[config.mk]
export PLATFORM = sky130hd
export DESIGN_NAME = nanorv32_csr_access
export DESIGN_NICKNAME = d
export VERILOG_FILES = /design/src/rtl/nanorv32_csr_access.sv
export SDC_FILE = /design/constraint.sdc
export NUM_CORES = 1
export LEC_CHECK = 0
export ABC_AREA = 1
export BUFFER_PORTS_ARGS = -buffer_cell sky130_fd_sc_hd__buf_2
export CAP_MARGIN = 20
export CORE_ASPECT_RATIO = 0.7
export CORE_MARGIN = 1
export CORE_UTILIZATION = 44
export CTS_CLUSTER_SIZE = 16
export DETAILED_ROUTE_END_ITERATION = 8
export PLACE_DENSITY_LB_ADDON = 0.2
export SYNTH_ARGS = -nofsm -noshare
export SYNTH_HDL_FRONTEND = slang
export SYNTH_SLANG_ARGS = --single-unit
[constraint.sdc]
create_clock -name clk -period 2.9 [get_ports clk]
set_input_delay 0.58 -clock clk [delete_from_list [all_inputs] [get_ports clk]]
set_output_delay 0.58 -clock clk [all_outputs]
set_load 0.01 [all_outputs]
[src/rtl/nanorv32_csr_access.sv]
`default_nettype none
// ============================================================================
// Module   : nanorv32_csr_access
// Purpose  : Runs one Zicsr instruction (CSRRW/RS/RC and immediate forms)
//            as a read-modify-write sequence on the core_csr_* bus, then
//            returns the old CSR value to the register file.
// Revision : 1.0 - initial release
// ============================================================================
module nanorv32_csr_access #(
  parameter int CSR_ADDR_W = 12,
  parameter int DATA_W     = 32
) (
  input  logic                  clk,
  input  logic                  rst,
  input  logic                  req_valid,
  output logic                  req_ready,
  input  logic [2:0]            req_funct3,
  input  logic [CSR_ADDR_W-1:0] req_addr,
  input  logic [4:0]            req_rs1_idx,
  input  logic [DATA_W-1:0]     req_rs1_val,
  input  logic [4:0]            req_rd_idx,
  input  logic                  stall_exe,
  input  logic                  flush,
  output logic [CSR_ADDR_W-1:0] core_csr_addr,
  output logic [DATA_W-1:0]     core_csr_wdata,
  output logic                  core_csr_write,
  input  logic [DATA_W-1:0]     csr_core_rdata,
  output logic                  rf_we,
  output logic [4:0]            rf_waddr,
  output logic [DATA_W-1:0]     rf_wdata,
  output logic                  illegal,
  output logic                  done
);

  typedef enum logic [2:0] {
    S_IDLE = 3'd0,
    S_RD   = 3'd1,
    S_WR   = 3'd2,
    S_WB   = 3'd3,
    S_BAD  = 3'd4
  } state_t;

  state_t state;
  state_t state_nxt;

  // Operation latches: low two funct3 bits select RW/RS/RC, bit 2 only
  // affects operand selection and is folded into operand_r at accept time.
  logic [1:0]            kind_r;
  logic [CSR_ADDR_W-1:0] addr_r;
  logic [4:0]            rd_r;
  logic [DATA_W-1:0]     operand_r;
  logic                  rs1_zero_r;
  logic [DATA_W-1:0]     old_r;
  logic                  illegal_r;

  logic                  accept;
  logic                  funct3_ok;
  logic                  wr_req;
  logic                  ro;
  logic [DATA_W-1:0]     new_val;
  logic [DATA_W-1:0]     operand_in;

  assign accept     = req_valid & (state == S_IDLE) & ~stall_exe;
  assign funct3_ok  = (req_funct3[1:0] != 2'b00);
  assign operand_in = req_funct3[2] ? {{(DATA_W-5){1'b0}}, req_rs1_idx} : req_rs1_val;
  // RW always writes; RS/RC with x0 or zimm=0 are pure reads.
  assign wr_req     = (kind_r == 2'b01) | ~rs1_zero_r;
  // Top two address bits 11 mark the read-only CSR space.
  assign ro         = (addr_r[CSR_ADDR_W-1 -: 2] == 2'b11);
  assign rf_waddr   = rd_r;

  // Modified value: bitwise set/clear against the sampled old value.
  always_comb begin
    new_val = operand_r;
    case (kind_r)
      2'b10:   new_val = old_r | operand_r;
      2'b11:   new_val = old_r & ~operand_r;
      default: new_val = operand_r;
    endcase
  end

  // State register.
  always_ff @(posedge clk or posedge rst) begin
    if (rst) begin
      state <= S_IDLE;
    end else begin
      state <= state_nxt;
    end
  end

  // Next-state and bus/writeback outputs; stall holds the state and masks strobes, flush wins over stall.
  always_comb begin
    state_nxt      = state;
    req_ready      = 1'b0;
    core_csr_addr  = '0;
    core_csr_wdata = '0;
    core_csr_write = 1'b0;
    rf_we          = 1'b0;
    rf_wdata       = '0;
    illegal        = 1'b0;
    done           = 1'b0;
    case (state)
      S_IDLE: begin
        req_ready = 1'b1;
        if (accept) begin
          state_nxt = funct3_ok ? S_RD : S_BAD;
        end
      end
      S_RD: begin
        core_csr_addr = addr_r;
        if (flush) begin
          state_nxt = S_IDLE;
        end else if (!stall_exe) begin
          state_nxt = S_WR;
        end
      end
      S_WR: begin
        core_csr_addr = addr_r;
        if (flush) begin
          state_nxt = S_IDLE;
        end else if (!stall_exe) begin
          if (wr_req && ro) begin
            illegal = 1'b1;
          end else if (wr_req) begin
            core_csr_write = 1'b1;
            core_csr_wdata = new_val;
          end
          state_nxt = S_WB;
        end
      end
      S_WB: begin
        rf_wdata = old_r;
        if (!stall_exe) begin
          rf_we     = (rd_r != 5'd0) & ~illegal_r;
          done      = 1'b1;
          state_nxt = S_IDLE;
        end
      end
      S_BAD: begin
        illegal   = 1'b1;
        state_nxt = S_IDLE;
      end
      default: state_nxt = S_IDLE;
    endcase
  end

  // Operation latches: captured on accept, old value re-sampled every RD cycle, illegal flag set in WR.
  always_ff @(posedge clk or posedge rst) begin
    if (rst) begin
      kind_r     <= '0;
      addr_r     <= '0;
      rd_r       <= '0;
      operand_r  <= '0;
      rs1_zero_r <= 1'b0;
      old_r      <= '0;
      illegal_r  <= 1'b0;
    end else begin
      if (accept) begin
        kind_r     <= req_funct3[1:0];
        addr_r     <= req_addr;
        rd_r       <= req_rd_idx;
        operand_r  <= operand_in;
        rs1_zero_r <= (req_rs1_idx == 5'd0);
        illegal_r  <= 1'b0;
      end
      if (state == S_RD) begin
        old_r <= csr_core_rdata;
      end
      if ((state == S_WR) && illegal) begin
        illegal_r <= 1'b1;
      end
    end
  end

endmodule
`default_nettype wire

# --- Word level (Yosys, flattened, before mapping) ---
# Index checks and enable logic that the tools add are counted.
totals:
  ff_bits: 88
  elab_cells: 72
  input_bits: 94
  output_inout_bits: 86
op_classes:
  bitwise: 10
  n_eq_ne: 12
  n_reduce_logical: 9
  mux: 33
ops:
  columns: ["op", "count"]
  rows:
  - ["$mux 32", 7]
  - ["$pmux 32 s2", 1]
  - ["$and 32x32->32", 1]
  - ["$not 32->32", 1]
  - ["$or 32x32->32", 1]
  - ["$mux 3", 7]
  - ["$mux 1", 15]
  - ["$mux 12", 1]
  - ["$pmux 3 s4", 1]
  - ["$eq 2x2->1 const B", 3]
  - ["$eq 3x2->1 const B", 2]
  - ["$ne 3x3->1 const B", 2]
  - ["$logic_not 5->1", 1]
  - ["$reduce_bool 5->1", 1]
  - ["$ne 2x2->1 const B", 2]
  - ["$reduce_and 4->1", 1]
  - ["$reduce_bool 2->1", 2]
  - ["$and 1x1->1", 3]
  - ["$eq 3x1->1 const B", 1]
  - ["$eq 3x3->1 const B", 1]
  - ["$logic_not 3->1", 1]
  - ["$not 1->1", 3]
  - ["$eq 2x1->1 const B", 1]
  - ["$logic_and 1x1->1", 2]
  - ["other kinds (3)", 3]

# --- Depth between registers and ports, before layout ---
logic_depth:
  depth_word: 9
  depth_mapped: 8
  depth_no_buf: 7

# --- Worst setup path after synthesis ---
# OpenSTA, ideal clock, no wires.
synth_path:
  path_type: "input to output"
  from: "input port flush"
  to: "output port core_csr_wdata[11]"
  t_required_ns: 2.320
  t_arrival_ns: 1.425
  cell_stages: 6
  path_slack_ns: 0.895
  path_buffers: 1
  path_cell_list: "inv_1 -> nand3_2 -> nor2_4 -> inv_2 -> buf_6 -> nor2_1"
synth_between:
  elab_chain_cells: 2
synth_lines:
  columns: ["element", "line_no", "text"]
  rows:
  - ["start, declared", "23", "input logic flush,"]
  - ["$mux 32", "119", "if (flush) begin"]
  - ["$mux 32", "102", "case (state)"]
  - ["end, declared", "25", "output logic [DATA_W-1:0] core_csr_wdata,"]
# No other way between the ends.

# --- Worst setup path in the final report ---
layout_path:
  from: "register kind_r[1]"
  to: "output port core_csr_wdata[11]"
layout_between:
  elab_chain_cells: 7
  word_cells_on_any_way: 11
  classes_between: "eq/ne: 3; mux: 6; bitwise: 1; reduce/logical: 1"
layout_lines:
  columns: ["element", "line_no", "text"]
  rows:
  - ["start, declared", "48", "logic [1:0] kind_r;"]
  - ["start signal, assigned", "159", "kind_r <= req_funct3[1:0];"]
  - ["$eq 2x2->1 or $eq 2x1->1 (tied branches)", "75, 67", null]
  - ["$pmux 32 s2 or $or 1x1->1 (tied branches)", "75, 67", null]
  - ["$mux 32 or $logic_and 1x1->1 (tied branches)", "124, 122", null]
  - ["$mux 32 *", "122", "if (wr_req && ro) begin"]
  - ["$mux 32 *", "121", "end else if (!stall_exe) begin"]
  - ["$mux 32 *", "119", null]
  - ["$mux 32 *", "102", null]
# Mark *: on every way between the ends. The rest lies on a longest branch, timed or not.

==> run_results.csv <==
group,metric,value,unit
clock_tree,cts.sinks,88,
synthesis,synth.distinct_cells,26,
sta,grt_setup_unrepaired,"no",
global_route,gr-total-overflow,0,
floorplanning,die_y,86.90,um
floorplanning,fp.dieArea,0.01071,mm^2
floorplanning,core,0.009834,mm^2
global_route,grt_max_degree,74,
route,dr.pass1.iters,5,
sta,final.setup_skew,5.151,ps
final_layout,area_delta_synth_final,28.80,%
place,post-place-ws,532.6,ps
job,drv_cap,0,
setup_path,startpoint_type,"register",
synthesis,synth_top_area_cell,"dfrtp_1",
final_layout,n_fill_cell,930,
power,p_per_area,1000,mW/mm^2
floorplanning,initial_utilization,0.4607,
place,dp_hpwl,8504,um
global_route,antenna_found_initial,0,
synthesis,synth.area.top_cells,"dfrtp_1 49%, nand2_1 11%, nor2_1 10%",
route,vias,4455,
setup_path,arrival,2110,ps
sta,fin_crit_sh,0.9262,
run_status,status,"finished, final reports clean",
clock_tree,cts_root_buf,"clkbuf_16",
route,routed_wl,12110,um
sta,slew_violations,0,
sta,finalWorstSetupSlack,213.9,ps
sta,worst_slew_pin_slew,682.9,ps
synthesis,avgSynthCellArea,7.391,um^2
power,p_leak,0.003382,uW
global_route,grtUsageTotal,0.2403,
sta,hold_violations,0,
final_layout,finalNetCount,873,
final_layout,drive_above_1_share,0.2685,
final_layout,stdcell_count,910,
synthesis,yosysSeqAreaShare,0.4861,
floorplanning,rows,30,
floorplanning,die_x,123.3,um
clock_tree,worstSkewPairLatency,340,ps
power,ir_drop,0.4654,mV
synthesis,synth_area,0.004531,mm^2
synthesis,synth_seq_cells,88,
route,wire_per_inst,13.31,um
final_layout,layout_commonest_cell,"buf_2",
synthesis,yosysTopAreaCellShare,0.4861,
route,drt-initial-drc-count,290,
sta,period_needed,2686,ps
sta,setup_violations,0,
global_route,grt_pass1_vias,4287,
power,total_power,5837,uW
clock_tree,cts_tree,"built",
synthesis,synthCells,613,
synthesis,synth_nets,707,
route,drc_errors,0,
hold_path,hold_path.class,"in -> async",
place,place_congestion,0.9120,
clock_tree,cts_setup_buffers,0,
clock_tree,cts_max_path_buffers,2,
clock_tree,cts_hold_buf,0,
clock_tree,ctsResizeCount,0,
sta,fmax,0.3723,GHz
route,drtAntennaViolNets,0,
clock_tree,numCtsBuffers,9,
setup_path,rrSetupSlack,1090,ps
setup_path,worstPathRequired,2320,ps
setup_path,crit_type,"reg -> out",
sta,fin_setup_tns,0,ps
final_layout,final_cell_mix,"179 x buf_2, 135 x nand2_1, 121 x nor2_1",
clock_tree,clk_pin_slew,60,ps
global_route,grt_pass1_wl,19950,um
sta,hold_ws,278.3,ps
place,placed_cells,895,
setup_path,cp-end-kind,"output pin",
final_layout,antenna_cells,0,
synthesis,yosys_warnings,0,
route,via_per_inst,4.896,
clock_tree,h-tree-depth,3,
sta,slew_headroom,0.5448,
floorplanning,io_pins,180,
setup_path,crit_fanout,26,
place,port_buffers,179,
-- per-stage QoR --
step	util	cell area [um^2]
after floorplan	-	4531
after global placement	0.5576	5484
after detailed placement	0.5576	5484
after CTS	0.5906	5808
after global routing	0.5934	5836
final	0.5934	5836
-- registers in the layout (all words and copies together) (netlist names) --
name	cells
state	3
old_r	32
rf_waddr	5
operand_r	32
illegal_r	1
kind_r	2
addr_r	12
rs1_zero_r	1
-- synth_stat cells (all sizes together) --
cell / n
o2111ai: 1
o31ai: 27
nor3: 10
clkinv: 1
clkbuf: 10
nor4: 1
a31oi: 5
a21oi: 32
o21bai: 1
inv: 94
nor2: 124
nand2: 135
buf: 22
nand3: 37
o21a: 6
dfrtp: 88
o21ai: 18
nand4: 1
-- cells by family (layout without fill, tap and decap cells) --
| kind of cell | Yosys count | after routing | synth area share |
|---|---|---|---|
| flip-flops | 88 | 88 | 0.4861 |
| buffers and inverters | 127 | 296 | 0.1187 |
| AND/OR/NAND/NOR | 308 | 308 | 0.2748 |
| AO/OA/AOI/OAI | 90 | 90 | 0.1204 |
-- final timing paths --
path                       depth (start not counted)           from                 end
setup / recovery                                   9      kind_r[1]  core_csr_wdata[11]
hold / removal                                     2            rst            old_r[5]
setup reg to reg                                   5       state[0]          addr_r[11]
hold reg to reg                                    2      illegal_r           illegal_r
max in group asynchronous                          3            rst           old_r[20]
min in group clk                                   3  req_rd_idx[0]         rf_waddr[0]
-- worst max-delay path, cell delays in order (launching register included) --
cell and delay, ps:
dfrtp_1 380, clkinv_1 60, buf_4 210, nand2_1 70, nand2_1 80, nand3_1 110
nor2_4 230, inv_2 260, nor2_1 200, buf_2 150
-- per-layer routing --
layer / GRT usage / wire length [um] / vias to the layer above
met3: 0.05039 / 736 / 13
li1: - / - / 2238
met4: 0.05915 / 123 / 0
met1: 0.3293 / 5682 / 2063
met5: 0 / 0 / -
met2: 0.3900 / 5570 / 141
-- layout make-up --
| cell class | instances | area [um^2] | share of cell area |
|---|---|---|---|
| Inverter | 95 | 357.8 | 0.06132 |
| Clock buffer | 10 | 229.0 | 0.03924 |
| Tap cell | 128 | 160.2 | 0.02744 |
| Timing Repair Buffer | 187 | 988.4 | 0.1694 |
| Multi-Input combinational cell | 398 | 1803 | 0.3090 |
| Sequential cell | 88 | 2202 | 0.3774 |
| Clock inverter | 4 | 95.09 | 0.01630 |
-- power breakdown --
part	leakage [uW]	internal, uW	switching, uW	total (uW)
Combinational	0.00216	857	1560	2420
Sequential	0.00106	1810	316	2130
Clock	0.000158	831	459	1290
No activity file was read; power rests on OpenSTA's default activity.
